[src/rtl/mul_booth_iter_if.sv]
// Operand/result bundle for the iterative radix-4 Booth multiplier.
// The requester drives run and operands; the multiplier returns result/complete/busy.
// result and complete are registered inside the multiplier.
interface mul_booth_iter_if #(
  parameter int WIDTH = 32
);
  logic                 run;
  logic                 mul_signed;
  logic                 acc;
  logic [WIDTH-1:0]     x;
  logic [WIDTH-1:0]     y;
  logic [2*WIDTH-1:0]   result;
  logic                 complete;
  logic                 busy;

  modport master (
    output run, mul_signed, acc, x, y,
    input  result, complete, busy
  );

  modport slave (
    input  run, mul_signed, acc, x, y,
    output result, complete, busy
  );
endinterface

[src/rtl/mul_booth_iter.sv]
// Iterative radix-4 Booth multiplier with optional accumulate into the last result.
// Latency: WIDTH/2+2 cycles from the run-capture edge to the one-cycle complete pulse.
// Backpressure: run is a level request; dropping it mid-calculation aborts the operation.
module mul_booth_iter #(
  parameter int WIDTH  = 32,
  parameter int ACC_EN = 1
) (
  input  logic mul_clk,
  input  logic resetn,
  mul_booth_iter_if.slave bus
);

  localparam int NDIG = WIDTH / 2 + 1;      // digits in a (WIDTH+2)-bit multiplier
  localparam int CW   = $clog2(NDIG + 1);
  localparam int XW   = WIDTH + 2;
  localparam int PW   = 2 * WIDTH + 2;

  typedef enum logic [1:0] {IDLE, CALC, DONE} state_t;

  state_t              state;
  logic [CW-1:0]       cnt;
  logic [PW-1:0]       mcand;       // multiplicand, pre-shifted to the current digit weight
  logic [PW-1:0]       accum;       // running sum of partial products
  logic [PW-1:0]       pp;
  logic [XW-1:0]       mplr;        // multiplier, shifted right two bits per digit
  logic                mplr_prev;   // bit just below the current digit pair
  logic                acc_q;
  logic [2*WIDTH-1:0]  result_q;
  logic                complete_q;
  logic                busy_q;

  logic                x_sx;
  logic                y_sx;
  logic [XW-1:0]       x_ext;
  logic [XW-1:0]       y_ext;

  // Two extra bits make unsigned operands representable as positive two's-complement values.
  assign x_sx  = bus.mul_signed & bus.x[WIDTH-1];
  assign y_sx  = bus.mul_signed & bus.y[WIDTH-1];
  assign x_ext = {{2{x_sx}}, bus.x};
  assign y_ext = {{2{y_sx}}, bus.y};

  assign bus.result   = result_q;
  assign bus.complete = complete_q;
  assign bus.busy     = busy_q;

  // Booth digit decode: select 0, +-X or +-2X from the current digit window.
  always_comb begin
    pp = '0;
    unique case ({mplr[1:0], mplr_prev})
      3'b001, 3'b010: pp = mcand;
      3'b011:         pp = mcand << 1;
      3'b100:         pp = -(mcand << 1);
      3'b101, 3'b110: pp = -mcand;
      default:        pp = '0;
    endcase
  end

  // Control FSM and datapath: capture, retire one digit per cycle, then publish the result.
  always_ff @(posedge mul_clk) begin
    if (!resetn) begin
      state      <= IDLE;
      cnt        <= '0;
      mcand      <= '0;
      accum      <= '0;
      mplr       <= '0;
      mplr_prev  <= 1'b0;
      acc_q      <= 1'b0;
      result_q   <= '0;
      complete_q <= 1'b0;
      busy_q     <= 1'b0;
    end else begin
      complete_q <= 1'b0;
      unique case (state)
        IDLE: begin
          if (bus.run) begin
            mcand     <= {{WIDTH{x_ext[XW-1]}}, x_ext};
            mplr      <= y_ext;
            mplr_prev <= 1'b0;
            accum     <= '0;
            acc_q     <= (ACC_EN != 0) & bus.acc;
            cnt       <= '0;
            busy_q    <= 1'b1;
            state     <= CALC;
          end
        end
        CALC: begin
          if (!bus.run) begin
            // Abort leaves the published result untouched.
            busy_q <= 1'b0;
            state  <= IDLE;
          end else if (cnt == CW'(NDIG)) begin
            result_q   <= acc_q ? result_q + accum[2*WIDTH-1:0] : accum[2*WIDTH-1:0];
            complete_q <= 1'b1;
            state      <= DONE;
          end else begin
            accum     <= accum + pp;
            mcand     <= mcand << 2;
            mplr      <= {{2{mplr[XW-1]}}, mplr[XW-1:2]};
            mplr_prev <= mplr[1];
            cnt       <= cnt + 1'b1;
          end
        end
        DONE: begin
          busy_q <= 1'b0;
          state  <= IDLE;
        end
        default: begin
          busy_q <= 1'b0;
          state  <= IDLE;
        end
      endcase
    end
  end

endmodule
[src/flat_wrapper.sv]
// flat-port wrapper written by rule: the top's interface ports become plain ports
module mul_booth_iter_flat 
#(
  parameter int WIDTH  = 32,
  parameter int ACC_EN = 1
)
  (mul_clk, resetn, bus_run, bus_mul_signed, bus_acc, bus_x, bus_y, bus_result, bus_complete, bus_busy);
  mul_booth_iter_if #(.WIDTH(WIDTH)) bus_i ();
  input  logic mul_clk;
  input  logic resetn;
  input wire logic [$bits(bus_i.run)-1:0] bus_run;
  input wire logic [$bits(bus_i.mul_signed)-1:0] bus_mul_signed;
  input wire logic [$bits(bus_i.acc)-1:0] bus_acc;
  input wire logic [$bits(bus_i.x)-1:0] bus_x;
  input wire logic [$bits(bus_i.y)-1:0] bus_y;
  output wire logic [$bits(bus_i.result)-1:0] bus_result;
  output wire logic [$bits(bus_i.complete)-1:0] bus_complete;
  output wire logic [$bits(bus_i.busy)-1:0] bus_busy;
  assign bus_i.run = bus_run;
  assign bus_i.mul_signed = bus_mul_signed;
  assign bus_i.acc = bus_acc;
  assign bus_i.x = bus_x;
  assign bus_i.y = bus_y;
  assign bus_result = bus_i.result;
  assign bus_complete = bus_i.complete;
  assign bus_busy = bus_i.busy;
  mul_booth_iter #(.WIDTH(WIDTH), .ACC_EN(ACC_EN)) u_core (.mul_clk(mul_clk), .resetn(resetn), .bus(bus_i));
endmodule
[config.mk]
export PLATFORM = sky130hd
export DESIGN_NAME = mul_booth_iter_flat
export DESIGN_NICKNAME = d
export VERILOG_FILES = /design/src/rtl/mul_booth_iter_if.sv /design/src/rtl/mul_booth_iter.sv /design/src/flat_wrapper.sv
export SDC_FILE = /design/constraint.sdc
export NUM_CORES = 1
export LEC_CHECK = 0
export ABC_AREA = 1
export CAP_MARGIN = 20
export CORE_UTILIZATION = 25
export DETAILED_ROUTE_END_ITERATION = 16
export PLACE_DENSITY_LB_ADDON = 0.1
export RECOVER_POWER = 50
export SLEW_MARGIN = 40
export SYNTH_ARGS = -nofsm -noshare
export SYNTH_HDL_FRONTEND = slang
export SYNTH_SLANG_ARGS = --single-unit
[constraint.sdc]
create_clock -name mul_clk -period 9.42 [get_ports mul_clk]
set_clock_uncertainty 0.2 [all_clocks]
set_input_delay 1.884 -clock mul_clk [delete_from_list [all_inputs] [get_ports mul_clk]]
set_output_delay 1.884 -clock mul_clk [all_outputs]
set_load 0.03 [all_outputs]
# Word-level counts from Yosys, hierarchy flattened
# Index checks and enable logic that the tools add are counted.
[totals]
reg_bits = 241
inputBits = 69
output_inout_bits = 66
wordCells = 73
[classes]
n_addsub = 5
eq_ne = 13
mux = 30
bitwise_logic = 3
reduce_logical = 11
[ops]
columns = ["cell", "count"]
rows = [
  ["66-bit 2-to-1 mux", 6],
  ["66-bit case mux with 2 select lines", 2],
  ["66-bit case mux with 4 select lines", 1],
  ["66-bit negation", 2],
  ["34-bit 2-to-1 mux", 2],
  ["34-bit case mux with 2 select lines", 1],
  ["66-bit adder", 1],
  ["64-bit adder", 1],
  ["64-bit 2-to-1 mux", 1],
  ["33-bit 2-to-1 mux", 1],
  ["5-bit 2-to-1 mux", 3],
  ["5-bit case mux with 2 select lines", 1],
  ["3-bit equality test, second input constant", 3],
  ["3-bit AND reduction", 3],
  ["2-bit != test, second input constant", 4],
  ["3-bit by 2-bit equality test with 1-bit output, second input constant", 2],
  ["1-bit 2-to-1 mux", 6],
  ["2-bit 2-to-1 mux", 3],
  ["2-bit AND reduction", 3],
  ["5-bit by 1-bit adder with 5-bit output, second input constant", 1],
  ["5-bit equality test, second input constant", 1],
  ["1-bit case mux with 2 select lines", 2],
  ["2-bit case mux with 2 select lines", 1],
  ["4-bit AND reduction", 1],
  ["8 further kinds", 10],
]

# Depth between registers and ports, before layout
[logic_depth]
ltp_word = 7
ltp_mapped = 30
ltp_nobuf = 30

# Least setup slack after synthesis
# OpenSTA, ideal clock, no wires.
[synth_path]
path_kind = "reg-to-reg"
from = "register u_core.mcand[1]"
to = "register u_core.accum[47]"
setup_time_ns = 0.132
t_arrival_ns = 3.182
t_required_ns = 9.088
slack_ns = 5.906
stages_incl_launch_ff = 25
n_path_buf = 0
synth_period_minus_slack_ns = 3.514
path_cell_list = "dfxtp_1 inv_1 ha_1 nand3_1 nor2_2 nand2_1 inv_1 nand3_1 xor2_1 inv_1 a221oi_1 o21ai_0 ha_1 nand2_1 nor2_1 inv_1 nor2_1 inv_1 nor3_1 nand2_1 nand2_1 a21oi_1 or2_2 nand3_1 a21oi_1"
[synth_via]
elab_chain_len = 6
word_cells_on_any_way = 7
cone_classes = "add/sub: 3; mux: 4"
[synth_rtl]
columns = ["element", "line", "source"]
rows = [
  ["start, declared", "mul_booth_iter.sv:22", "logic [PW-1:0] mcand;"],
  ["start signal, assigned", "mul_booth_iter.sv:77", "mcand <= {{WIDTH{x_ext[XW-1]}}, x_ext};"],
  ["start signal, assigned", "mul_booth_iter.sv:98", "mcand <= mcand << 2;"],
  ["66-bit negation (on tied branches)", "mul_booth_iter.sv:54, mul_booth_iter.sv:53", ""],
  ["66-bit case mux with 4 select lines *", "mul_booth_iter.sv:50", "unique case ({mplr[1:0], mplr_prev})"],
  ["66-bit adder *", "mul_booth_iter.sv:97", "accum <= accum + pp;"],
  ["66-bit 2-to-1 mux *", "mul_booth_iter.sv:92", "end else if (cnt == CW'(NDIG)) begin"],
  ["66-bit 2-to-1 mux *", "mul_booth_iter.sv:88", "if (!bus.run) begin"],
  ["66-bit case mux with 2 select lines *", "mul_booth_iter.sv:74", "unique case (state)"],
  ["end signal, assigned", "mul_booth_iter.sv:97", ""],
  ["end, declared", "mul_booth_iter.sv:23", "logic [PW-1:0] accum;"],
]
# Mark *: on every way between the ends. The rest lies on a longest branch, timed or not. The select of a mux whose other input is x is not followed.
# A chain may end at the register's enable or synchronous reset.

# Worst setup path after layout
[layout_path]
from = "input bus_run"
to = "register u_core.result_q[47], in the netlist u_core.bus.result[47]"
[layout_via]
elab_chain_len = 1
[layout_rtl]
columns = ["element", "line", "source"]
rows = [
  ["start, declared", "flat_wrapper.sv:11", "input wire logic [$bits(bus_i.run)-1:0] bus_run;"],
  ["3-bit AND reduction (no source line)", "--", ""],
  ["end signal, assigned", "mul_booth_iter.sv:93", "result_q <= acc_q ? result_q + accum[2*WIDTH-1:0] : accum[2*WIDTH-1:0];"],
  ["end, declared", "mul_booth_iter.sv:28", "logic [2*WIDTH-1:0] result_q;"],
]
# No other way between the ends.

==> impl_metrics.env <==
export IMPL_htree_num_levels=1
export IMPL_mostFrequentLayoutCell="nand2_1"
export IMPL_timing_critical_path_mode_cell="nor2_1"
export IMPL_arrival_ns=6.65
export IMPL_cp_num_buf_inv=6
export IMPL_rrSetupSlack_ns=4.40
export IMPL_syn_instance_count=3779
export IMPL_antenna_cells=0
export IMPL_floorplan_die_width_microns=300
export IMPL_min_path_cells=2
export IMPL_p_leak_uw=0.0104
export IMPL_area_growth_pct=15.7
export IMPL_gp_congestion=0.922
export IMPL_irDropWorstVdd_uv=133
export IMPL_grt_usage=0.198
export IMPL_min_period_over_period=0.672
export IMPL_insertion_delay_ns=0.61
export IMPL_drc=0
export IMPL_synth_area_sq_mm=0.0222
export IMPL_core_rowCount=108
export IMPL_synthesis_yosys_warnings=0
export IMPL_whs_endpoint="u_core.mplr[1]$_SDFFE_PN0P_"
export IMPL_routedWlPerCell_microns=18.2
export IMPL_timing_critical_path_to_type="register"
export IMPL_final_min_clock_period_ns=6.33
export IMPL_detailedRoute_firstIterationViolations=1333
export IMPL_avgSynthCellArea_sq_um=5.86
export IMPL_die_area_sq_mm=0.0898
export IMPL_ys_seq_elements=237
export IMPL_slew_headroom=-0.330
export IMPL_r2r_cells=9
export IMPL_final_max_tran_viols=129
export IMPL_report_final_hold_viol_count=0
export IMPL_grt_pass1_vias=23600
export IMPL_final_setup_violation_count=0
export IMPL_postSynth_asyncResetShare=0
export IMPL_layout_cells_most_common_list="nand2_1 (1014), nor2_1 (487), inv_1 (432)"
export IMPL_worst_path_cell_chain="dlygate4sd3_1, inv_1, nor2_1, inv_1, nor2_1, clkbuf_1, clkinvlp_2, buf_4, nor2_1, o21ai_0, a21oi_1"
export IMPL_setup_worst_path_start_class="input pin"
export IMPL_post_cts_resize_count=0
export IMPL_post_dp_cell_area_sq_mm=0.0245
export IMPL_critical_path_max_stage_delay_ns=1.80
export IMPL_cp_required_ns=9.74
export IMPL_regToRegEndpoint="u_core.bus.result[47]$_SDFFE_PN0P_"
export IMPL_critical_path_max_fanout=61
export IMPL_numCtsBuffers=31
export IMPL_number_of_antenna_violations_at_the_first_check_in_global_routing=0
export IMPL_synth_top_flop_cell="dfxtp_1"
export IMPL_design_portCount=135
export IMPL_post_layout_total_power_uw=2890
export IMPL_fmaxAchievable_mhz=158
export IMPL_worst_setup_hold_path_clk_slew_ns=0.06
export IMPL_dieHeight_microns=300
export IMPL_path_type_of_the_worst_setup_path="input pin to register"
export IMPL_setup_repair_after_global_routing_missed_its_margin="no"
export IMPL_layout_drive_gt1_share=0.0408
export IMPL_ant_nets=0
export IMPL_number_of_synthesized_flops_with_an_enable_pin=0
export IMPL_crit_family="buffers and inverters"
export IMPL_min_delay_src="u_core.mplr[3]$_SDFFE_PN0P_"
export IMPL_routed_via_count=24300
export IMPL_worst_slew_pin_transition_ns=1.98
export IMPL_grt_first_pass_wirelength_mm=139
export IMPL_vias_per_cell=4.85
export IMPL_drt_wl_total_mm=91.2
export IMPL_rr_startpoint="u_core.cnt[0]$_SDFFE_PN0P_"
export IMPL_total_negative_setup_slack_ns=0
export IMPL_failed_checks="capacitance limit, slew limit"
export IMPL_cts_sink_count=237
export IMPL_largest_net_degree_at_the_start_of_global_routing=103
export IMPL_hold_path_class="register to register"
export IMPL_num_nets_final=4025
export IMPL_cts_tree="yes"
export IMPL_initial_core_util=0.254
export IMPL_postCtsSetupBuffers=0
export IMPL_cts_hold_buf=0
export IMPL_place_detailed_hpwl_mm=73.7
export IMPL_crit_path_top_delay_cell="clkinvlp_2"
export IMPL_ctsLongestPathBuffers=3
export IMPL_max_cap_viol_count=3
export IMPL_synth_net_count=3979
export IMPL_outcome="finished with violations"
export IMPL_synthDistinctLibCells=62
export IMPL_core_region_area_sq_mm=0.0873
export IMPL_drtPass1Iterations=5
export IMPL_power_density_cell_area_mw_per_mm2=113
export IMPL_filler_cell_count=10100
export IMPL_root_buffer="clkbuf_16"
export IMPL_io_buffers=134
export IMPL_gr_total_overflow=0
export IMPL_stdcell_area_sq_mm=0.0256
export IMPL_seq_area_frac_synth=0.214
[sequential cells by signal (all words and copies together), names as in the netlist]
register and flops:
u_core.acc_q 1, u_core.bus.busy 1, u_core.state 2, u_core.mplr 34
u_core.mplr_prev 1, u_core.bus.complete 1, u_core.accum 64, u_core.bus.result 64
u_core.cnt 5, u_core.mcand 64
[worst register-to-register path: cells and delay by family, from the launching register on]
kind / cells / cell delay (ns)
AOI/OAI and AO/OA: 2 / 0.22
buffers and inverters: 3 / 3.45
DFF: 1 / 0.40
and+or+nand+nor: 3 / 0.48
adders and majority gates: 1 / 0.19
[worst max path at each step]
stage                                       from                                 end  slack (ns)  cells after the start
floorplan           u_core.mcand[1]$_SDFFE_PN0P_       u_core.accum[47]$_SDFFE_PN0P_        5.91                     24
global placement                         bus_run  u_core.bus.result[63]$_SDFFE_PN0P_        4.47                     11
detailed placement                       bus_run  u_core.bus.result[55]$_SDFFE_PN0P_        4.44                     11
CTS                 u_core.mcand[1]$_SDFFE_PN0P_       u_core.accum[58]$_SDFFE_PN0P_        4.67                     23
global route                             bus_run  u_core.bus.result[47]$_SDFFE_PN0P_        2.50                     11
finish                                   bus_run  u_core.bus.result[47]$_SDFFE_PN0P_        3.09                     11
[Yosys cell counts, types with 3 or more instances]
library cell  count  area, sq um
nand2_1        1015         3810
nor2_1          490         1840
inv_1           436         1640
a21oi_1         337         1690
o21ai_0         274         1370
dfxtp_1         237         4740
nand3_1         212         1060
ha_1            129         1610
clkbuf_1        113          424
a31oi_1          99          619
xor2_1           76          666
nor3_1           29          145
nand4_1          28          175
o2111ai_1        25          219
nand3b_1         23          173
o21bai_1         21          158
o22ai_1          19          119
or2_2            19          119
a21o_1           15          113
nor2_4           14          158
o21a_1           14          105
buf_2            13         65.1
nor4_1           13         81.3
nor2_2           11         68.8
a221o_1          10          100
a21boi_0          9         67.6
a221oi_1          9         78.8
nand2_2           8         50.1
nand3_2           6         60.1
and3_1            5         31.3
inv_2             5         18.8
xnor2_1           5         43.8
a211oi_1          4         30.0
buf_1             4         15.0
nor3_2            4         40.0
o21ai_1           4         20.0
a21oi_2           3         26.3
and2_1            3         18.8
buf_4             3         22.5
buf_6             3         33.8
clkbuf_2          3         15.0
clkinv_1          3         11.3
nand2_4           3         33.8
[kinds of logic after synthesis]
logic type	after synthesis	share of synthesized area
adder cells (fa/ha/maj)	131	0.0746
buffers and inverters	584	0.102
AO/OA/AOI/OAI	850	0.216
XOR/XNOR	81	0.0320
flip-flops	237	0.214
AND/OR/NAND/NOR	1896	0.362
[metal layers]
metal / vias up / GRT usage / part of all wire
met1: 11100 / 0.275 / 0.49
met4: 0 / 0.0530 / 0.028
met2: 438 / 0.329 / 0.45
li1: 12600 / - / -
met5: - / 0 / 0
met3: 93 / 0.0150 / 0.032
[stage by stage]
| step | hold slack [ns] | utilization | worst slack [ns] | cells |
|---|---|---|---|---|
| 4_1_cts | 0.278 | 0.294 | 4.67 | 5000 |
| 2_1_floorplan | 0.228 | - | 5.91 | 3779 |
| 3_5_place_dp | 0.269 | 0.281 | 4.44 | 4946 |
| 6_report | 0.275 | 0.294 | 3.09 | 5001 |
| 5_1_grt | 0.299 | 0.294 | 2.50 | 5001 |
| 3_3_place_gp | 0.270 | 0.281 | 4.47 | 4946 |
[where the power goes]
group / total (uW) / switching, uW / internal [uW]
sequential: 1100 / 58.4 / 1040
clock: 1280 / 498 / 778
combinational: 514 / 338 / 176
[final cells by class]
type,count,area [sq um],share of cell area
flip-flops and latches,237,4750,0.185
multi-input cells,2958,15200,0.593
inverters,444,1670,0.0653
repair buffers,153,1490,0.0583
clock buffers,45,918,0.0358
well taps,1155,1450,0.0564
clock inverters,9,159,0.00620
Power figures use the tool's default switching activity.
